<file path="src/rtl/amo_sequencer.sv">
// amo_sequencer: RV32A LR.W/SC.W/AMO*.W read-modify-write sequencer owning the LR/SC reservation.
// Optional macro KIANV_AMO_MINMAX_EN enables AMOMIN/MAX/MINU/MAXU; without it those opcodes fault as illegal.
module amo_sequencer #(
    parameter int RESV_GRANULE_BITS = 2
) (
    input  logic        clk,
    input  logic        rst,
    input  logic        cmd_valid,
    output logic        cmd_ready,
    input  logic [4:0]  cmd_op,
    input  logic [31:0] cmd_addr,
    input  logic [31:0] cmd_wdata,
    output logic        rsp_valid,
    output logic [31:0] rsp_rdata,
    output logic        rsp_fault,
    output logic [1:0]  rsp_cause,
    output logic        mem_valid,
    input  logic        mem_ready,
    output logic [31:0] mem_addr,
    output logic [31:0] mem_wdata,
    output logic [3:0]  mem_wstrb,
    input  logic [31:0] mem_rdata,
    input  logic        snoop_valid,
    input  logic [31:0] snoop_addr,
    output logic        resv_valid
);
    localparam int G = RESV_GRANULE_BITS;

    localparam logic [4:0] OP_ADD  = 5'b00000;
    localparam logic [4:0] OP_SWAP = 5'b00001;
    localparam logic [4:0] OP_LR   = 5'b00010;
    localparam logic [4:0] OP_SC   = 5'b00011;
    localparam logic [4:0] OP_XOR  = 5'b00100;
    localparam logic [4:0] OP_OR   = 5'b01000;
    localparam logic [4:0] OP_AND  = 5'b01100;
    localparam logic [4:0] OP_MIN  = 5'b10000;
    localparam logic [4:0] OP_MAX  = 5'b10100;
    localparam logic [4:0] OP_MINU = 5'b11000;
    localparam logic [4:0] OP_MAXU = 5'b11100;

    localparam logic [1:0] CAUSE_NONE     = 2'd0;
    localparam logic [1:0] CAUSE_MISALIGN = 2'd1;
    localparam logic [1:0] CAUSE_ILLEGAL  = 2'd2;

    typedef enum logic [1:0] {
        IDLE  = 2'd0,
        READ  = 2'd1,
        WRITE = 2'd2,
        RESP  = 2'd3
    } state_t;

    function automatic logic op_legal(input logic [4:0] op);
        case (op)
            OP_ADD, OP_SWAP, OP_LR, OP_SC, OP_XOR, OP_OR, OP_AND: op_legal = 1'b1;
`ifdef KIANV_AMO_MINMAX_EN
            OP_MIN, OP_MAX, OP_MINU, OP_MAXU: op_legal = 1'b1;
`endif
            default: op_legal = 1'b0;
        endcase
    endfunction

    function automatic logic [31:0] amo_alu(input logic [4:0] op, input logic [31:0] old,
                                            input logic [31:0] wd);
        case (op)
            OP_ADD:  amo_alu = old + wd;
            OP_XOR:  amo_alu = old ^ wd;
            OP_OR:   amo_alu = old | wd;
            OP_AND:  amo_alu = old & wd;
`ifdef KIANV_AMO_MINMAX_EN
            OP_MIN:  amo_alu = ($signed(old) < $signed(wd)) ? old : wd;
            OP_MAX:  amo_alu = ($signed(old) < $signed(wd)) ? wd : old;
            OP_MINU: amo_alu = (old < wd) ? old : wd;
            OP_MAXU: amo_alu = (old < wd) ? wd : old;
`endif
            default: amo_alu = wd;
        endcase
    endfunction

    state_t        state_r, state_next_s;
    logic [4:0]    op_r;
    logic [31:0]   wdata_r, old_r;
    logic          resv_valid_r;
    logic [31:G]   resv_addr_r;
    logic          mem_valid_r, rsp_valid_r, rsp_fault_r;
    logic [31:0]   mem_addr_r, mem_wdata_r, rsp_rdata_r;
    logic [3:0]    mem_wstrb_r;
    logic [1:0]    rsp_cause_r;

    logic          accept_s, misaligned_s, illegal_s, mem_done_s;
    logic          snoop_hit_resv_s, snoop_hit_req_s, sc_ok_s;
    logic [31:0]   new_data_s;
    logic          unused_s;

    assign accept_s         = (state_r == IDLE) && cmd_valid;
    assign misaligned_s     = (cmd_addr[1:0] != 2'b00);
    assign illegal_s        = !op_legal(cmd_op);
    assign mem_done_s       = mem_valid_r && mem_ready;
    assign snoop_hit_resv_s = snoop_valid && resv_valid_r && (snoop_addr[31:G] == resv_addr_r);
    assign snoop_hit_req_s  = snoop_valid && (snoop_addr[31:G] == mem_addr_r[31:G]);
    // A snoop landing in the SC acceptance cycle kills the reservation first.
    assign sc_ok_s          = resv_valid_r && (cmd_addr[31:G] == resv_addr_r) && !snoop_hit_resv_s;
    assign new_data_s       = amo_alu(op_r, old_r, wdata_r);
    assign unused_s         = ^snoop_addr;

    assign cmd_ready  = (state_r == IDLE);
    assign rsp_valid  = rsp_valid_r;
    assign rsp_rdata  = rsp_rdata_r;
    assign rsp_fault  = rsp_fault_r;
    assign rsp_cause  = rsp_cause_r;
    assign mem_valid  = mem_valid_r;
    assign mem_addr   = mem_addr_r;
    assign mem_wdata  = mem_wdata_r;
    assign mem_wstrb  = mem_wstrb_r;
    assign resv_valid = resv_valid_r;

    // Next-state selection for the sequencing FSM.
    always_comb begin
        state_next_s = state_r;
        case (state_r)
            IDLE: begin
                if (!accept_s) begin
                    state_next_s = IDLE;
                end else if (misaligned_s || illegal_s) begin
                    state_next_s = RESP;
                end else if (cmd_op != OP_SC) begin
                    state_next_s = READ;
                end else if (sc_ok_s) begin
                    state_next_s = WRITE;
                end else begin
                    state_next_s = RESP;
                end
            end
            READ: begin
                if (!mem_done_s) begin
                    state_next_s = READ;
                end else if (op_r == OP_LR) begin
                    state_next_s = RESP;
                end else begin
                    state_next_s = WRITE;
                end
            end
            WRITE: begin
                if (mem_done_s) begin
                    state_next_s = RESP;
                end else begin
                    state_next_s = WRITE;
                end
            end
            RESP: begin
                if (rsp_valid_r) begin
                    state_next_s = IDLE;
                end else begin
                    state_next_s = RESP;
                end
            end
            default: state_next_s = IDLE;
        endcase
    end

    // FSM state register.
    always_ff @(posedge clk) begin
        if (rst) begin
            state_r <= IDLE;
        end else begin
            state_r <= state_next_s;
        end
    end

    // Command latch, memory request, response and reservation registers.
    always_ff @(posedge clk) begin
        if (rst) begin
            op_r         <= 5'd0;
            wdata_r      <= 32'd0;
            old_r        <= 32'd0;
            resv_valid_r <= 1'b0;
            resv_addr_r  <= '0;
            mem_valid_r  <= 1'b0;
            mem_addr_r   <= 32'd0;
            mem_wdata_r  <= 32'd0;
            mem_wstrb_r  <= 4'b0000;
            rsp_valid_r  <= 1'b0;
            rsp_rdata_r  <= 32'd0;
            rsp_fault_r  <= 1'b0;
            rsp_cause_r  <= CAUSE_NONE;
        end else begin
            if (snoop_hit_resv_s) begin
                resv_valid_r <= 1'b0;
            end
            case (state_r)
                IDLE: begin
                    if (accept_s) begin
                        op_r        <= cmd_op;
                        wdata_r     <= cmd_wdata;
                        rsp_rdata_r <= 32'd0;
                        rsp_fault_r <= 1'b0;
                        rsp_cause_r <= CAUSE_NONE;
                        if (cmd_op == OP_SC) begin
                            resv_valid_r <= 1'b0;
                        end
                        if (misaligned_s) begin
                            rsp_valid_r <= 1'b1;
                            rsp_fault_r <= 1'b1;
                            rsp_cause_r <= CAUSE_MISALIGN;
                        end else if (illegal_s) begin
                            rsp_valid_r <= 1'b1;
                            rsp_fault_r <= 1'b1;
                            rsp_cause_r <= CAUSE_ILLEGAL;
                        end else if (cmd_op == OP_SC) begin
                            if (sc_ok_s) begin
                                mem_valid_r <= 1'b1;
                                mem_addr_r  <= {cmd_addr[31:2], 2'b00};
                                mem_wdata_r <= cmd_wdata;
                                mem_wstrb_r <= 4'b1111;
                            end else begin
                                rsp_valid_r <= 1'b1;
                                rsp_rdata_r <= 32'd1;
                            end
                        end else begin
                            mem_valid_r <= 1'b1;
                            mem_addr_r  <= {cmd_addr[31:2], 2'b00};
                            mem_wstrb_r <= 4'b0000;
                        end
                    end
                end
                READ: begin
                    if (mem_done_s) begin
                        mem_valid_r <= 1'b0;
                        old_r       <= mem_rdata;
                        rsp_rdata_r <= mem_rdata;
                        if (op_r == OP_LR) begin
                            resv_addr_r  <= mem_addr_r[31:G];
                            resv_valid_r <= !snoop_hit_req_s;
                        end
                    end
                end
                WRITE: begin
                    // AMOs enter with the bus idle for one cycle; SC enters with the write already posted.
                    if (mem_done_s) begin
                        mem_valid_r <= 1'b0;
                        mem_wstrb_r <= 4'b0000;
                        if (op_r == OP_SC) begin
                            rsp_rdata_r <= 32'd0;
                        end
                    end else if (!mem_valid_r) begin
                        mem_valid_r <= 1'b1;
                        mem_wdata_r <= new_data_s;
                        mem_wstrb_r <= 4'b1111;
                    end
                end
                RESP: begin
                    if (rsp_valid_r) begin
                        rsp_valid_r <= 1'b0;
                        rsp_fault_r <= 1'b0;
                        rsp_cause_r <= CAUSE_NONE;
                    end else begin
                        rsp_valid_r <= 1'b1;
                    end
                end
                default: begin
                    mem_valid_r <= 1'b0;
                end
            endcase
        end
    end
endmodule

</file>
<file path="config.mk">
export PLATFORM = sky130hd
export DESIGN_NAME = amo_sequencer
export DESIGN_NICKNAME = d
export VERILOG_FILES = /design/src/rtl/amo_sequencer.sv
export SDC_FILE = /design/constraint.sdc
export NUM_CORES = 1
export LEC_CHECK = 0
export ABC_AREA = 1
export CAP_MARGIN = 20
export CORE_AREA = 2 2 146 176
export CTS_BUF_LIST = sky130_fd_sc_hd__clkbuf_4 sky130_fd_sc_hd__clkbuf_8
export DETAILED_ROUTE_END_ITERATION = 10
export DIE_AREA = 0 0 148 178
export PLACE_DENSITY = 0.82
export SLEW_MARGIN = 20
export SYNTH_ARGS = -nofsm -noshare
export SYNTH_HDL_FRONTEND = slang
export SYNTH_SLANG_ARGS = --single-unit
</file>
<file path="constraint.sdc">
create_clock -name clk -period 2.6 [get_ports clk]
set_clock_uncertainty 0.05 [all_clocks]
set_input_delay 0.39 -clock clk [delete_from_list [all_inputs] [get_ports clk]]
set_output_delay 0.39 -clock clk [all_outputs]
set_load 0.01 [all_outputs]
</file>
==> results <==
cell usage after synthesis, types with 5 or more instances:
cell and count:
nand2_1 616, inv_1 339, nor2_1 226, a21oi_1 212, dfxtp_1 202, o21ai_0 143, nand3_1 111, ha_1 68
clkbuf_1 60, xor2_1 31, buf_2 25, nand4_1 18, o22ai_1 14, a221oi_1 13, nor2_2 11, nor3_1 10
xnor2_1 8, buf_4 7, a21boi_0 6, nor4_1 6, o221ai_1 6, or2_2 6, o211ai_1 5
through the flow:
step | TNS, ns | setup slack [ns]
final | 0 | 0.188
after global routing | -0.00252 | -0.00252
after CTS | 0 | 0.0379
after detailed placement | -0.00395 | -0.00395
after global placement | 0 | 0.0381
after floorplan | 0 | 0.505
how the worst max path moves through the flow:
stage                                        start                         end  slack [ns]  depth (start not counted)
after global routing      wdata_r[18]$_SDFFE_PP0P_  mem_wdata[30]$_SDFFE_PP0P_      -0.003                         12
final                        old_r[0]$_SDFFE_PP0P_  mem_wdata[14]$_SDFFE_PP0P_        0.19                         16
after detailed placement               cmd_addr[5]  mem_wdata[29]$_SDFFE_PP0P_      -0.004                         15
after floorplan              state_r[0]$_SDFF_PP0_  mem_wdata[16]$_SDFFE_PP0P_        0.50                         13
after global placement               snoop_addr[5]    mem_addr[8]$_SDFFE_PP0P_        0.04                         17
after CTS                    old_r[0]$_SDFFE_PP0P_   mem_wdata[8]$_SDFFE_PP0P_        0.04                         15
critical path: stages (launching register included):
cell	delay [ns]
dfxtp_1	0.34
ha_2	0.22
inv_1	0.08
fa_1	0.41
inv_1	0.10
buf_4	0.13
nand2_1	0.07
nand3_2	0.12
nand2_1	0.08
nand2_2	0.14
nor2_1	0.05
nand3b_1	0.15
nand2_1	0.06
nand2_1	0.04
nand2_1	0.14
nor2_1	0.06
nor2_1	0.09
registers in the layout, summed over array words and instances, names as in the netlist:
signal and cells:
mem_wdata 32, old_r 32, rsp_rdata 32, wdata_r 32
mem_addr 30, resv_addr_r 30, op_r 5, rsp_cause 2
state_r 2, mem_valid 1, mem_wstrb 1, resv_valid 1
rsp_fault 1, rsp_valid 1
placed cells by master, fill, tap and decap left out, types with 3 or more instances in the layout:
master / n
ha_2: 3
nand2_1: 613
nand3_1: 109
inv_2: 4
a211oi_1: 4
nand4_1: 18
o221ai_1: 6
a21oi_1: 212
o2111ai_1: 4
a221oi_1: 13
buf_4: 35
buf_12: 13
xor2_1: 31
nor2_1: 224
xnor2_1: 8
bufinv_16: 3
o211ai_1: 5
or2_2: 6
a21boi_0: 5
o22ai_1: 14
nor2_2: 12
nor4_1: 6
clkbuf_8: 49
nand2_2: 4
ha_1: 65
inv_1: 338
nand3_2: 4
clkdlybuf4s50_1: 240
dfxtp_1: 202
clkbuf_4: 8
nor3_1: 10
nand3b_1: 3
o21ai_0: 142
o21ai_1: 3
clkinv_2: 4
per-layer routing:
metal	track usage, %	vias up
li1	-	7325
met1	40.0	6758
met2	61.9	564
met3	8.77	116
met4	14.1	0
met5	0	-
final cells by class:
cell class / instances / area (sq um) / area share [%]
sequential: 202 / 4040 / 23.6
antenna: 1 / 2.50 / 0.0146
inverter: 343 / 1290 / 7.53
multi-input combinational: 1541 / 7600 / 44.4
clock buffer: 57 / 734 / 4.29
clock inverter: 8 / 119 / 0.694
timing repair buffer: 288 / 2930 / 17.1
tap: 325 / 407 / 2.37
logic make-up (layout without fill, tap and decap cells):
| family | count (synthesis) | after routing | share of synthesized area (%) |
|---|---|---|---|
| buffers and inverters | 440 | 696 | 12.9 |
| and+or+nand+nor | 1016 | 1016 | 30.9 |
| xor gates and xnor gates | 39 | 39 | 2.56 |
| adders and majority gates | 69 | 69 | 6.53 |
| AOI/OAI and AO/OA | 415 | 415 | 16.7 |
| DFF | 202 | 202 | 30.3 |
| other | 1 | 3 | 0.0281 |
where the power goes:
group	switching, mW	leakage [nW]	internal (mW)
Combinational	1.28	5.93	0.887
Sequential	0.102	1.64	3.25
Clock	1.42	0.452	2.10
==> results.py <==
metrics = {
    "synth": {
        "synth_top_cell_by_area": "dfxtp_1",
        "ys_warn_count": 0,
        "synth_top_cell_area_share_pct": 30.3,
        "synth_edf_count": 0,
        "avgSynthCellArea_sq_um": 6.11,
        "synth-main-ff-cell": "dfxtp_1",
        "syn_area_sq_mm": 0.0133,
        "ys_seq_elements": 202,
        "synth-async-reset-ratio_pct": 0,
        "synth.distinct_cells": 44,
        "ys_seq_area_share_pct": 30.3,
        "synthTopCellsByArea": "dfxtp_1 (30%), nand2_1 (17%), inv_1 (9.5%)",
        "synth_cells": 2182,
    },
    "placement": {
        "port-buffer-count": 240,
        "dp_hpwl_mm": 35.6,
        "dp.cells": 2699,
        "place.gp.congestion": 0.989,
        "dpl-instance-area_sq_mm": 0.0162,
    },
    "route": {
        "vias": 14800,
        "wl_met2_mm": 23.0,
        "vias_per_cell": 5.34,
        "detail-route-antenna-nets": 0,
        "wl_met1_mm": 18.1,
        "drt-wirelength-per-cell_microns": 17.0,
        "firstDrtPassIters": 6,
        "drt-total-wl_mm": 46.9,
        "top_layer_used": "met4",
        "met3_length_mm": 3.96,
        "drt_iter0_drc": 946,
        "drc": 0,
    },
    "hold_path": {
        "holdPathEnd": "rsp_rdata[14]$_SDFFE_PP0P_",
        "hold_path_depth": 3,
        "min_from": "mem_rdata[14]",
        "min_path_type": "in2reg",
    },
    "pwr": {
        "p_total_mw": 9.03,
        "peakVddDrop_mv": 0.457,
        "powerDensity_mw_per_mm2": 528,
        "p_leak_nw": 8.02,
    },
    "cts": {
        "cts.path.max_buffers": 3,
        "root_buffer": "clkbuf_8",
        "clk_latency_ns": 0.54,
        "cts_sinks": 202,
        "numCtsBuffers": 37,
        "tritoncts": "yes",
        "cts.repair.resized": 0,
        "cts_setup_buffers": 0,
        "clk_pin_slew_ns": 0.06,
        "ctsHoldBuffers": 0,
        "htreeDepth": 2,
    },
    "run_status": {
        "status": "completed",
    },
    "layout": {
        "area_growth_pct": 28.4,
        "final_util_pct": 69.6,
        "fillers": 2227,
        "final_cells": 2765,
        "layout.nets": 2620,
        "drive_above_1_share_pct": 6.15,
        "final_area_sq_mm": 0.0171,
    },
    "timing": {
        "post-route-min-period_ns": 2.41,
        "fin_hold_ws_ns": 0.407,
        "worstMarginPinSlew_ns": 0.508,
        "setup_viol": 0,
        "hold_viol_final": 0,
        "finalCritPeriodShare_pct": 92.8,
        "fmax_mhz": 415,
        "max_slew_margin_pct": 65.8,
        "report.final.slew_viol_count": 0,
    },
    "critical_path": {
        "r2r_setup_slack_ns": 0.19,
        "required_ns": 3.00,
        "reg2regPathDepth": 16,
        "crit_fanout": 4,
        "reg2reg_from": "old_r[0]$_SDFFE_PP0P_",
        "end_kind": "flip-flop",
        "startpoint_type": "flip-flop",
        "arrival_ns": 2.81,
        "worst_r2r_endpoint": "mem_wdata[14]$_SDFFE_PP0P_",
        "crit_type": "reg2reg",
    },
    "floorplan": {
        "core_sq_mm": 0.0246,
        "die_y_microns": 178,
        "dieArea_sq_mm": 0.0263,
        "num_rows": 63,
        "initial_core_util_pct": 54.2,
        "die_w_microns": 148,
        "io_pins": 245,
    },
    "grt": {
        "grt_max_degree": 75,
        "gr-total-overflow": 0,
        "antenna_found_initial": 1,
        "grt_pass1_vias": 14100,
        "grt_usage_pct": 34.9,
        "grt_pass1_wl_mm": 72.8,
    },
    "job": {
        "drv_cap": 0,
    },
}
(Power assumes the default switching activity.)
